<file path="src/rtl/pipeline_hazard_unit.sv">
// Hazard/forwarding controller: per-source youngest-producer forwarding, late-result EX stalls,
// retire-while-stalled operand buffers, pipeline stall/flush control and a stall watchdog.
module pipeline_hazard_unit #(
   parameter int unsigned NSRC      = 2,
   parameter int unsigned P         = 2,
   parameter int unsigned AW        = 5,
   parameter int unsigned XLEN      = 64,
   parameter int unsigned STALL_TMO = 255,
   localparam int unsigned SW       = $clog2(P + 2)
) (
   input  logic                 clk,
   input  logic                 rst_n,
   input  logic                 advance_i,
   input  logic [NSRC*AW-1:0]   id_rs_i,
   input  logic [NSRC-1:0]      id_need_i,
   input  logic [NSRC*AW-1:0]   ex_rs_i,
   input  logic [NSRC-1:0]      ex_use_i,
   input  logic                 ex_vld_i,
   input  logic                 ex_wen_i,
   input  logic [AW-1:0]        ex_rd_i,
   input  logic [P-1:0]         prod_vld_i,
   input  logic [P-1:0]         prod_wen_i,
   input  logic [P-1:0]         prod_late_i,
   input  logic [P*AW-1:0]      prod_rd_i,
   input  logic [P*XLEN-1:0]    prod_data_i,
   input  logic                 redirect_i,
   input  logic                 trap_i,
   input  logic                 intp_req_i,
   output logic [NSRC*SW-1:0]   fwd_sel_o,
   output logic [NSRC*XLEN-1:0] fwd_data_o,
   output logic                 if_flush_o,
   output logic                 dont_fetch_o,
   output logic                 id_stall_o,
   output logic                 id_flush_o,
   output logic                 ex_stall_o,
   output logic                 ex_flush_o,
   output logic                 intp_en_o,
   output logic                 stall_tmo_o
);

   logic [NSRC-1:0] r_buf_vld;
   logic [XLEN-1:0] r_buf_data [NSRC];
   logic            r_intp_en;
   logic [7:0]      r_cnt;

   logic [NSRC-1:0] w_hit;
   logic [NSRC-1:0] w_late;
   logic [NSRC-1:0] w_oldest;
   logic [NSRC-1:0] w_cap;
   logic [NSRC-1:0] w_id_haz;
   logic            w_ex_stall;
   logic            w_id_stall;

   always_comb begin
      w_hit      = '0;
      w_late     = '0;
      w_oldest   = '0;
      fwd_sel_o  = '0;
      fwd_data_o = '0;
      for (int s = 0; s < int'(NSRC); s++) begin
         // Scan oldest to youngest so the youngest match overwrites.
         for (int k = int'(P) - 1; k >= 0; k--) begin
            if (ex_use_i[s] && prod_vld_i[k] && prod_wen_i[k] &&
                (prod_rd_i[k*AW +: AW] != '0) &&
                (prod_rd_i[k*AW +: AW] == ex_rs_i[s*AW +: AW])) begin
               w_hit[s]                   = 1'b1;
               w_late[s]                  = prod_late_i[k];
               w_oldest[s]                = (k == int'(P) - 1);
               fwd_sel_o[s*SW +: SW]      = SW'(k + 1);
               fwd_data_o[s*XLEN +: XLEN] = prod_data_i[k*XLEN +: XLEN];
            end
         end
         if (!w_hit[s] && r_buf_vld[s]) begin
            fwd_sel_o[s*SW +: SW]      = SW'(P + 1);
            fwd_data_o[s*XLEN +: XLEN] = r_buf_data[s];
         end
      end
   end

   always_comb begin
      w_id_haz = '0;
      for (int s = 0; s < int'(NSRC); s++) begin
         w_id_haz[s] = id_need_i[s] && (id_rs_i[s*AW +: AW] != '0) &&
                       ((ex_vld_i && ex_wen_i && (ex_rd_i == id_rs_i[s*AW +: AW])) ||
                        (prod_vld_i[0] && prod_wen_i[0] && prod_late_i[0] &&
                         (prod_rd_i[0 +: AW] == id_rs_i[s*AW +: AW])));
      end
   end

   assign w_ex_stall   = |(w_hit & w_late);
   assign w_id_stall   = w_ex_stall | (|w_id_haz);
   assign w_cap        = w_hit & w_oldest & ~w_late;

   assign ex_stall_o   = w_ex_stall;
   assign id_stall_o   = w_id_stall;
   assign intp_en_o    = r_intp_en;
   // A redirect seen while ID is stalled is dropped; ID re-presents it once unstalled.
   assign if_flush_o   = trap_i | r_intp_en | (redirect_i & ~w_id_stall);
   assign dont_fetch_o = if_flush_o | w_id_stall;
   assign id_flush_o   = r_intp_en | (w_id_stall & ~w_ex_stall);
   assign ex_flush_o   = r_intp_en | w_ex_stall;
   assign stall_tmo_o  = (r_cnt == 8'(STALL_TMO));

   always_ff @(posedge clk or negedge rst_n) begin
      if (!rst_n) begin
         r_buf_vld <= '0;
         r_intp_en <= 1'b0;
         r_cnt     <= '0;
         for (int s = 0; s < int'(NSRC); s++) begin
            r_buf_data[s] <= '0;
         end
      end else if (advance_i) begin
         r_intp_en <= intp_req_i & ~trap_i;
         if (w_id_stall) begin
            if (r_cnt != 8'(STALL_TMO)) begin
               r_cnt <= r_cnt + 8'd1;
            end
         end else begin
            r_cnt <= '0;
         end
         for (int s = 0; s < int'(NSRC); s++) begin
            if (w_ex_stall && w_cap[s]) begin
               r_buf_vld[s]  <= 1'b1;
               r_buf_data[s] <= prod_data_i[(P-1)*XLEN +: XLEN];
            end else if (!w_ex_stall || r_intp_en) begin
               r_buf_vld[s]  <= 1'b0;
            end
         end
      end
   end

endmodule

</file>
<file path="config.mk">
export PLATFORM = sky130hd
export DESIGN_NAME = pipeline_hazard_unit
export DESIGN_NICKNAME = d
export VERILOG_FILES = /design/src/rtl/pipeline_hazard_unit.sv
export SDC_FILE = /design/constraint.sdc
export NUM_CORES = 1
export LEC_CHECK = 0
export BUFFER_PORTS_ARGS = -buffer_cell sky130_fd_sc_hd__buf_2
export CORE_MARGIN = 2
export CORE_UTILIZATION = 50
export DETAILED_ROUTE_END_ITERATION = 10
export PLACE_DENSITY = 0.8
export RECOVER_POWER = 100
export SKIP_LAST_GASP = 1
export SLEW_MARGIN = 20
export SYNTH_ARGS = -nofsm -noshare
export SYNTH_HDL_FRONTEND = slang
export SYNTH_SLANG_ARGS = --single-unit
</file>
<file path="constraint.sdc">
create_clock -name clk -period 3.9 [get_ports clk]
set_clock_uncertainty 0.05 [all_clocks]
set_input_delay 0 -clock clk [delete_from_list [all_inputs] [get_ports clk]]
set_output_delay 0 -clock clk [all_outputs]
set_load 0.02 [all_outputs]
</file>
==> summary.md, run 1 <==
| Metric | Value |
|---|---|
| Final std cells w/o fill | `1,588` |
| Compound-gate portion of the synthesized area | `0.1644` |
| Min Tclk post-route | `3.181 ns` |
| Critical path peak fanout | `64` |
| Post-Place Cells | `1,487` |
| Pin count of the biggest net entering global routing | `71` |
| # H-tree levels | `4` |
| Cells after synthesis | `1,012` |
| DR vias | `8,989` |
| Starting Density | `0.5063` |
| Vias/cell | `5.661` |
| CTS clock-pin slew for the worst setup and hold paths | `0.06 ns` |
| Main synth FF type | `dfrtp_1` |
| Hold_buf cts | `70` |
| Layout cells sized above 1 | `0.2244` |
| Post-Layout Inst Area | `11,600 sq um` |
| Worst Path Arrival | `3.43 ns` |
| WL/cell | `16.82 um` |
| First-pass GRT wire length | `43,670 um` |
| Seq/Total Area, Yosys | `0.3850` |
| Layout Area Growth over Synthesis | `28.46%` |
| FFs w/ async S/R, synth | `1.000` |
| Failing checks | `capacitance limit, slew limit` |
| Final Wtd Congestion | `0.8610` |
| Crit Path Category | `primary input to flip-flop` |
| Chip width | `138.4 um` |
| DR pass1 iterations | `4` |
| Routed WL | `26,700 um` |
| Number of I/O pins | `321` |
| Post-DP HPWL | `17,250 um` |
| Syn nets | `1,194` |
| CTS buffer count | `17` |
| Status | `finished, violations left` |
| Initial DRC count | `398` |
| Synth Area in XOR/XNOR | `0.03878` |
| Drt drc | `0` |
| Clk root buf | `clkbuf_16` |
| Routed Antenna Nets | `0` |
| Yosys reg bits | `139` |
| Power density over the cells | `294.5 nW/um^2` |
| VDD IR max | `0.2750 mV` |
| Static Leak | `5.875 nW` |
| Grt ovf | `0` |
| Largest family of logic cells by synthesized area | `multiplexers` |
| Total of max-cap violations | `2` |
| Most common cell after layout, fill and taps aside | `buf_2` |
| Share of Yosys cell area claimed by the top area cell type | `0.3850` |
| Post-CTS Setup Bufs | `0` |
| Post-synthesis mux area share | `0.1821` |
| Slew Limit Headroom | `-0.3530` |
| Mapped Area | `9034 sq um` |
| Initial antenna violation count | `0` |
| Area of the die | `19,160 sq um` |
| Row cnt | `49` |
| Class of the worst hold path | `primary input to async pin` |
| Synth warn | `0` |
| Yosys top cell by area | `dfrtp_1` |
| Fin Hold WS | `0.09903 ns` |
| Final Max Tran Viols | `77` |
| Layout Nets | `1,529` |
| DP Area | `10,690 sq um` |
| DIE HEIGHT | `138.4 um` |
| Post-synth EDFFs | `0` |
| Final Hold Fails | `0` |
| Synth cell types | `44` |
| Post-Synth Simple-Gate Area | `0.1807` |
| Number of global-route vias before repair | `9,061` |
| # setup viols final | `0` |
| CP endpoint kind | `flip-flop` |
| Buffers on Ports | `320` |
| Cts repair resizes | `0` |
| Avg Cell Area, Syn | `8.927 sq um` |
| Most frequent cells in the layout | `buf_2 (186), a21oi_1 (140), dfrtp_1 (139), clkbuf_1 (138), nand2_1 (137)` |
| Setup TNS | `0 ns` |
| Startpoint types | `primary input` |
| Number of diodes | `0` |
| Tcrit/Tclk final | `0.8155` |
| RSZ-0062 raised after global routing | `no` |
| Worst slew pin tran | `2.030 ns` |
| Critical path required time | `4.15 ns` |
| Core Region | `17,840 sq um` |
| FMAX | `314.4 MHz` |
| Sink Count | `139` |
| CTS max path bufs | `2` |
| Skew-Pair Late Insertion Delay | `0.42 ns` |
| Post-Synth Adder-Cell Area | `0.001385` |
| Area contributors post-synth | `dfrtp_1 (39%), and3_1 (8.9%), mux2_4 (8.1%)` |
| CTS tree | `yes` |
| Overall Global Routing Usage | `0.2725` |
## synthesized netlist by cell type, types with 15 or more instances
master,number
a21oi_1,140
dfrtp_1,139
nand2_1,137
and3_1,129
o21ai_1,120
clkbuf_1,68
mux2_2,64
mux2_4,49
xnor2_1,24
o21ai_0,17
xor2_1,16
mux2_1,15
## where the power goes
part	total, mW	internal [mW]	switching [mW]	leakage, nW
clock	1.63	1.02	0.613	0.292
sequential	1.45	1.45	0.00353	1.94
combinational	0.340	0.158	0.182	3.64
total	3.42	2.62	0.799	5.88
## area by class of cell
cell class | count | area [sq um]
multi-input cells | 775 | 4972
clock buffers | 19 | 442.9
inverters | 7 | 26.28
repair buffers | 407 | 2250
clock inverters | 12 | 148.9
flip-flops and latches | 139 | 3478
fillers | 1562 | 6236
well taps | 229 | 286.5
## flip-flops by register name, indices dropped and copies added (netlist names)
| register | count |
|---|---|
| r_buf_vld | 2 |
| intp_en_o | 1 |
| r_cnt | 8 |
| r_buf_data | 128 |
## per-stage QoR
step,total power [mW],setup slack (ns),utilization
after floorplan,1.569,1.625,-
after global placement,1.759,0.9616,0.5992
after global routing,3.544,0.4741,0.6505
after CTS,3.451,1.095,0.6716
final,3.418,0.7194,0.6505
after detailed placement,1.764,0.8600,0.5992
## routing by layer
metal  share of wire  up-vias  GRT usage
met3           0.049       76    0.04260
met4           0.029        0     0.1090
met5               0        -          0
met1            0.43     4297     0.3401
li1                -     4285          -
met2            0.49      331     0.4747
## critical path, cell delays in order
cell	delay, ns
clkbuf_1	0.16
or4_1	0.61
o211ai_2	0.21
nor3_1	0.10
clkbuf_2	0.67
nand4_1	0.33
clkbuf_1	0.91
mux2_2	0.43
## kinds of logic (layout without fill, tap and decap cells)
| logic type | after synthesis | after routing |
|---|---|---|
| buffers and inverters | 98 | 445 |
| adder cells (fa/ha/maj) | 1 | 1 |
| AO/OA/AOI/OAI | 289 | 289 |
| AND/OR/NAND/NOR | 315 | 315 |
| flip-flops | 139 | 139 |
| multiplexers | 130 | 130 |
| XOR/XNOR | 40 | 40 |
## path summary, 6_finish.rpt
kind                            startpoint         endpoint  slack (ns)  cells after the start
max                           prod_rd_i[1]   r_buf_data[52]        0.72                      8
min reg2reg                r_buf_data[110]  r_buf_data[110]        0.43                      1
min in group clk            prod_late_i[0]     r_buf_vld[1]        0.10                      4
min                                  rst_n   r_buf_data[50]         0.1                      2
max in group asynchronous            rst_n    r_buf_data[0]        1.35                      3
max reg2reg                   r_buf_vld[1]     r_buf_vld[1]        2.25                      2
No activity file was read; power rests on OpenSTA's default activity.
==> inputs of run 2 (changes only) <==
Settings changed: CORE_UTILIZATION 50 to 46, PLACE_DENSITY 0.8 to 0.78.
Clock period 3.9 ns to 2.6 ns, I/O delays scaled along.
==> summary.md, run 2 (same netlist as run 1, synthesis figures left out) <==
| Metric | Value |
|---|---|
| Status | `finished, final reports clean (was finished, violations left)` |
| FMAX | `425.5 MHz` |
| DIE HEIGHT | `144.1 um (was 138.4 um)` |
| Crit path max-delay family | `simple AND/OR/NAND/NOR gates (was buffers and inverters)` |
| Slowest cell delay on critical path | `0.70 ns (was 0.91 ns)` |
| DR pass1 iterations | `5 (was 4)` |
| Final Max Tran Viols | `0 (was 77)` |
| Most common cell after layout, fill and taps aside | `buf_2 (unchanged)` |
| Post-Layout Inst Area | `11,710 sq um (was 11,600 sq um)` |
| Chip width | `144.1 um (was 138.4 um)` |
| Final Wtd Congestion | `0.8555 (was 0.8610)` |
| Starting Density | `0.4672 (was 0.5063)` |
| RSZ-0062 raised after global routing | `no (unchanged)` |
| Crit Path Category | `primary input to output port (was primary input to flip-flop)` |
| Startpoint types | `primary input (unchanged)` |
| Biggest regs | `r_buf_data (128), r_cnt (8), r_buf_vld (2) (unchanged)` |
| Layout Nets | `1,537 (was 1,529)` |
| Pin count of the biggest net entering global routing | `69 (was 71)` |
| Tcrit/Tclk final | `0.9039` |
| Layout Area Growth over Synthesis | `29.67% (was 28.46%)` |
| Cts repair resizes | `0 (unchanged)` |
| Initial antenna violation count | `0 (unchanged)` |
| Crit path top cell by count | `clkbuf_1 (unchanged)` |
| Drt drc | `0 (unchanged)` |
| Worst slew pin tran | `1.019 ns (was 2.030 ns)` |
| Skew-Pair Late Insertion Delay | `0.41 ns (was 0.42 ns)` |
| First-pass GRT wire length | `42,800 um (was 43,670 um)` |
| CTS buffer count | `17 (unchanged)` |
| Critical path buffer and inverter count | `3 (unchanged)` |
| VDD IR max | `0.4192 mV (was 0.2750 mV)` |
| Fill count | `1,710 (was 1,562)` |
| Number of diodes | `0 (unchanged)` |
| CTS tree | `yes (unchanged)` |
| Overall Global Routing Usage | `0.2568 (was 0.2725)` |
| Vias/cell | `5.511 (was 5.661)` |
| Power density over the cells | `424.3 nW/um^2 (was 294.5 nW/um^2)` |
| Routed WL | `27,220 um (was 26,700 um)` |
| Post-DP HPWL | `17,960 um (was 17,250 um)` |
| Largest register FFs | `128 (unchanged)` |
| DR vias | `9,000 (was 8,989)` |
| Critical path, cell by cell | `clkbuf_1 -> xnor2_1 -> nand4_1 -> or4_2 -> buf_4 -> and3_1 -> a21oi_1 -> o21ai_1 -> clkbuf_1 (was clkbuf_1 -> or4_1 -> o211ai_2 -> nor3_1 -> clkbuf_2 -> nand4_1 -> clkbuf_1 -> mux2_2)` |
| Static Leak | `5.900 nW (was 5.875 nW)` |
| Total of max-cap violations | `0 (was 2)` |
| Setup TNS | `0 ns (unchanged)` |
| CTS clock-pin slew for the worst setup and hold paths | `0.06 ns (about the same)` |
| Hold_buf cts | `72 (was 70)` |
| Slew Limit Headroom | `0.3210 (was -0.3530)` |
| # setup viols final | `0 (unchanged)` |
| Row cnt | `51 (was 49)` |
| Area of the die | `20,770 sq um (was 19,160 sq um)` |
| WL/cell | `16.67 um (was 16.82 um)` |
| Initial DRC count | `462 (was 398)` |
| Number of I/O pins | `321 (unchanged)` |
| CTS max path bufs | `2 (unchanged)` |
| Critical path peak fanout | `66 (was 64)` |
| Most frequent cells in the layout | `buf_2 (185), a21oi_1 (140), dfrtp_1 (139), nand2_1 (137), clkbuf_1 (136) (was buf_2 (186), a21oi_1 (140), dfrtp_1 (139), clkbuf_1 (138), nand2_1 (137))` |
| Top reg by flops | `r_buf_data (unchanged)` |
| Worst Path Arrival | `2.30 ns (was 3.43 ns)` |
| CP endpoint kind | `output port (was flip-flop)` |
| Min Tclk post-route | `2.350 ns` |
| DP Area | `10,860 sq um (was 10,690 sq um)` |
| Sink Count | `139 (unchanged)` |
| Critical path required time | `2.55 ns (was 4.15 ns)` |
| Post-CTS Setup Bufs | `0 (unchanged)` |
| Clk root buf | `clkbuf_16 (unchanged)` |
| Layout cells sized above 1 | `0.2325 (was 0.2244)` |
| Slowest-stage cell, CP | `or4_2 (was clkbuf_1)` |
| Routed Antenna Nets | `0 (unchanged)` |
| Core Region | `19,330 sq um (was 17,840 sq um)` |
| Final Hold Fails | `0 (unchanged)` |
| Class of the worst hold path | `primary input to flip-flop (was primary input to async pin)` |
| # H-tree levels | `4 (unchanged)` |
| Grt ovf | `0 (unchanged)` |
| Buffers on Ports | `320 (unchanged)` |
| Number of global-route vias before repair | `8,822 (was 9,061)` |
[run 2: worst paths after layout]
check | startpoint | endpoint | slack [ns] | cells after the start
max in group asynchronous | rst_n | r_buf_data[18] | 0.53 | 4
max | prod_rd_i[7] | fwd_data_o[48] | 0.25 | 9
max reg2reg | r_cnt[0] | r_cnt[1] | 1.05 | 7
min reg2reg | r_buf_data[90] | r_buf_data[90] | 0.44 | 1
min in group asynchronous | rst_n | r_buf_data[33] | 0.58 | 3
min | prod_late_i[0] | r_buf_vld[0] | 0.11 | 4
[run 2: power breakdown]
group / internal, mW / leakage (nW) / switching [mW]
sequential: 2.17 / 1.94 / 0.00491
combinational: 0.239 / 3.70 / 0.274
clock: 1.25 / 0.260 / 1.03
[run 2: layer usage]
layer / track usage / up-vias / wire length [um] / share of wire
met4: 0.1037 / 0 / 578 / 0.021
met3: 0.03841 / 54 / 1525 / 0.056
li1: - / 4296 / - / -
met2: 0.4496 / 341 / 13680 / 0.50
met1: 0.3186 / 4309 / 11440 / 0.42
met5: 0 / - / 0 / 0
[run 2: per-stage QoR]
stage | power, mW | setup WS (ns) | std cells | hold WS, ns | util
3_3_place_gp | 2.642 | 0.1085 | 1529 | -0.1393 | 0.5614
2_1_floorplan | 2.353 | 0.3252 | 1012 | -0.3456 | -
5_1_grt | 5.173 | 0.1155 | 1633 | 0.1726 | 0.6058
3_5_place_dp | 2.651 | 0.08467 | 1529 | -0.1291 | 0.5614
6_report | 4.970 | 0.2499 | 1633 | 0.1106 | 0.6058
4_1_cts | 5.025 | 0.3303 | 1633 | 0.1023 | 0.6279
[run 2: area by class of cell]
class	instances	area, sq um	area share
sequential	139	3478	0.2969
clock buffer	17	425.4	0.03632
inverter	7	26.28	0.002243
tap	265	331.6	0.02831
timing repair buffer	415	2335	0.1993
multi-input combinational	775	4989	0.4259
clock inverter	15	128.9	0.01100
[run 2: worst reg2reg max path, stage by stage (launching register included)]
cell,delay (ns)
dfrtp_1,0.42
ha_1,0.23
and2_0,0.19
nand3_1,0.18
nor2_1,0.06
a31oi_1,0.13
o21ai_0,0.10
a21oi_1,0.12
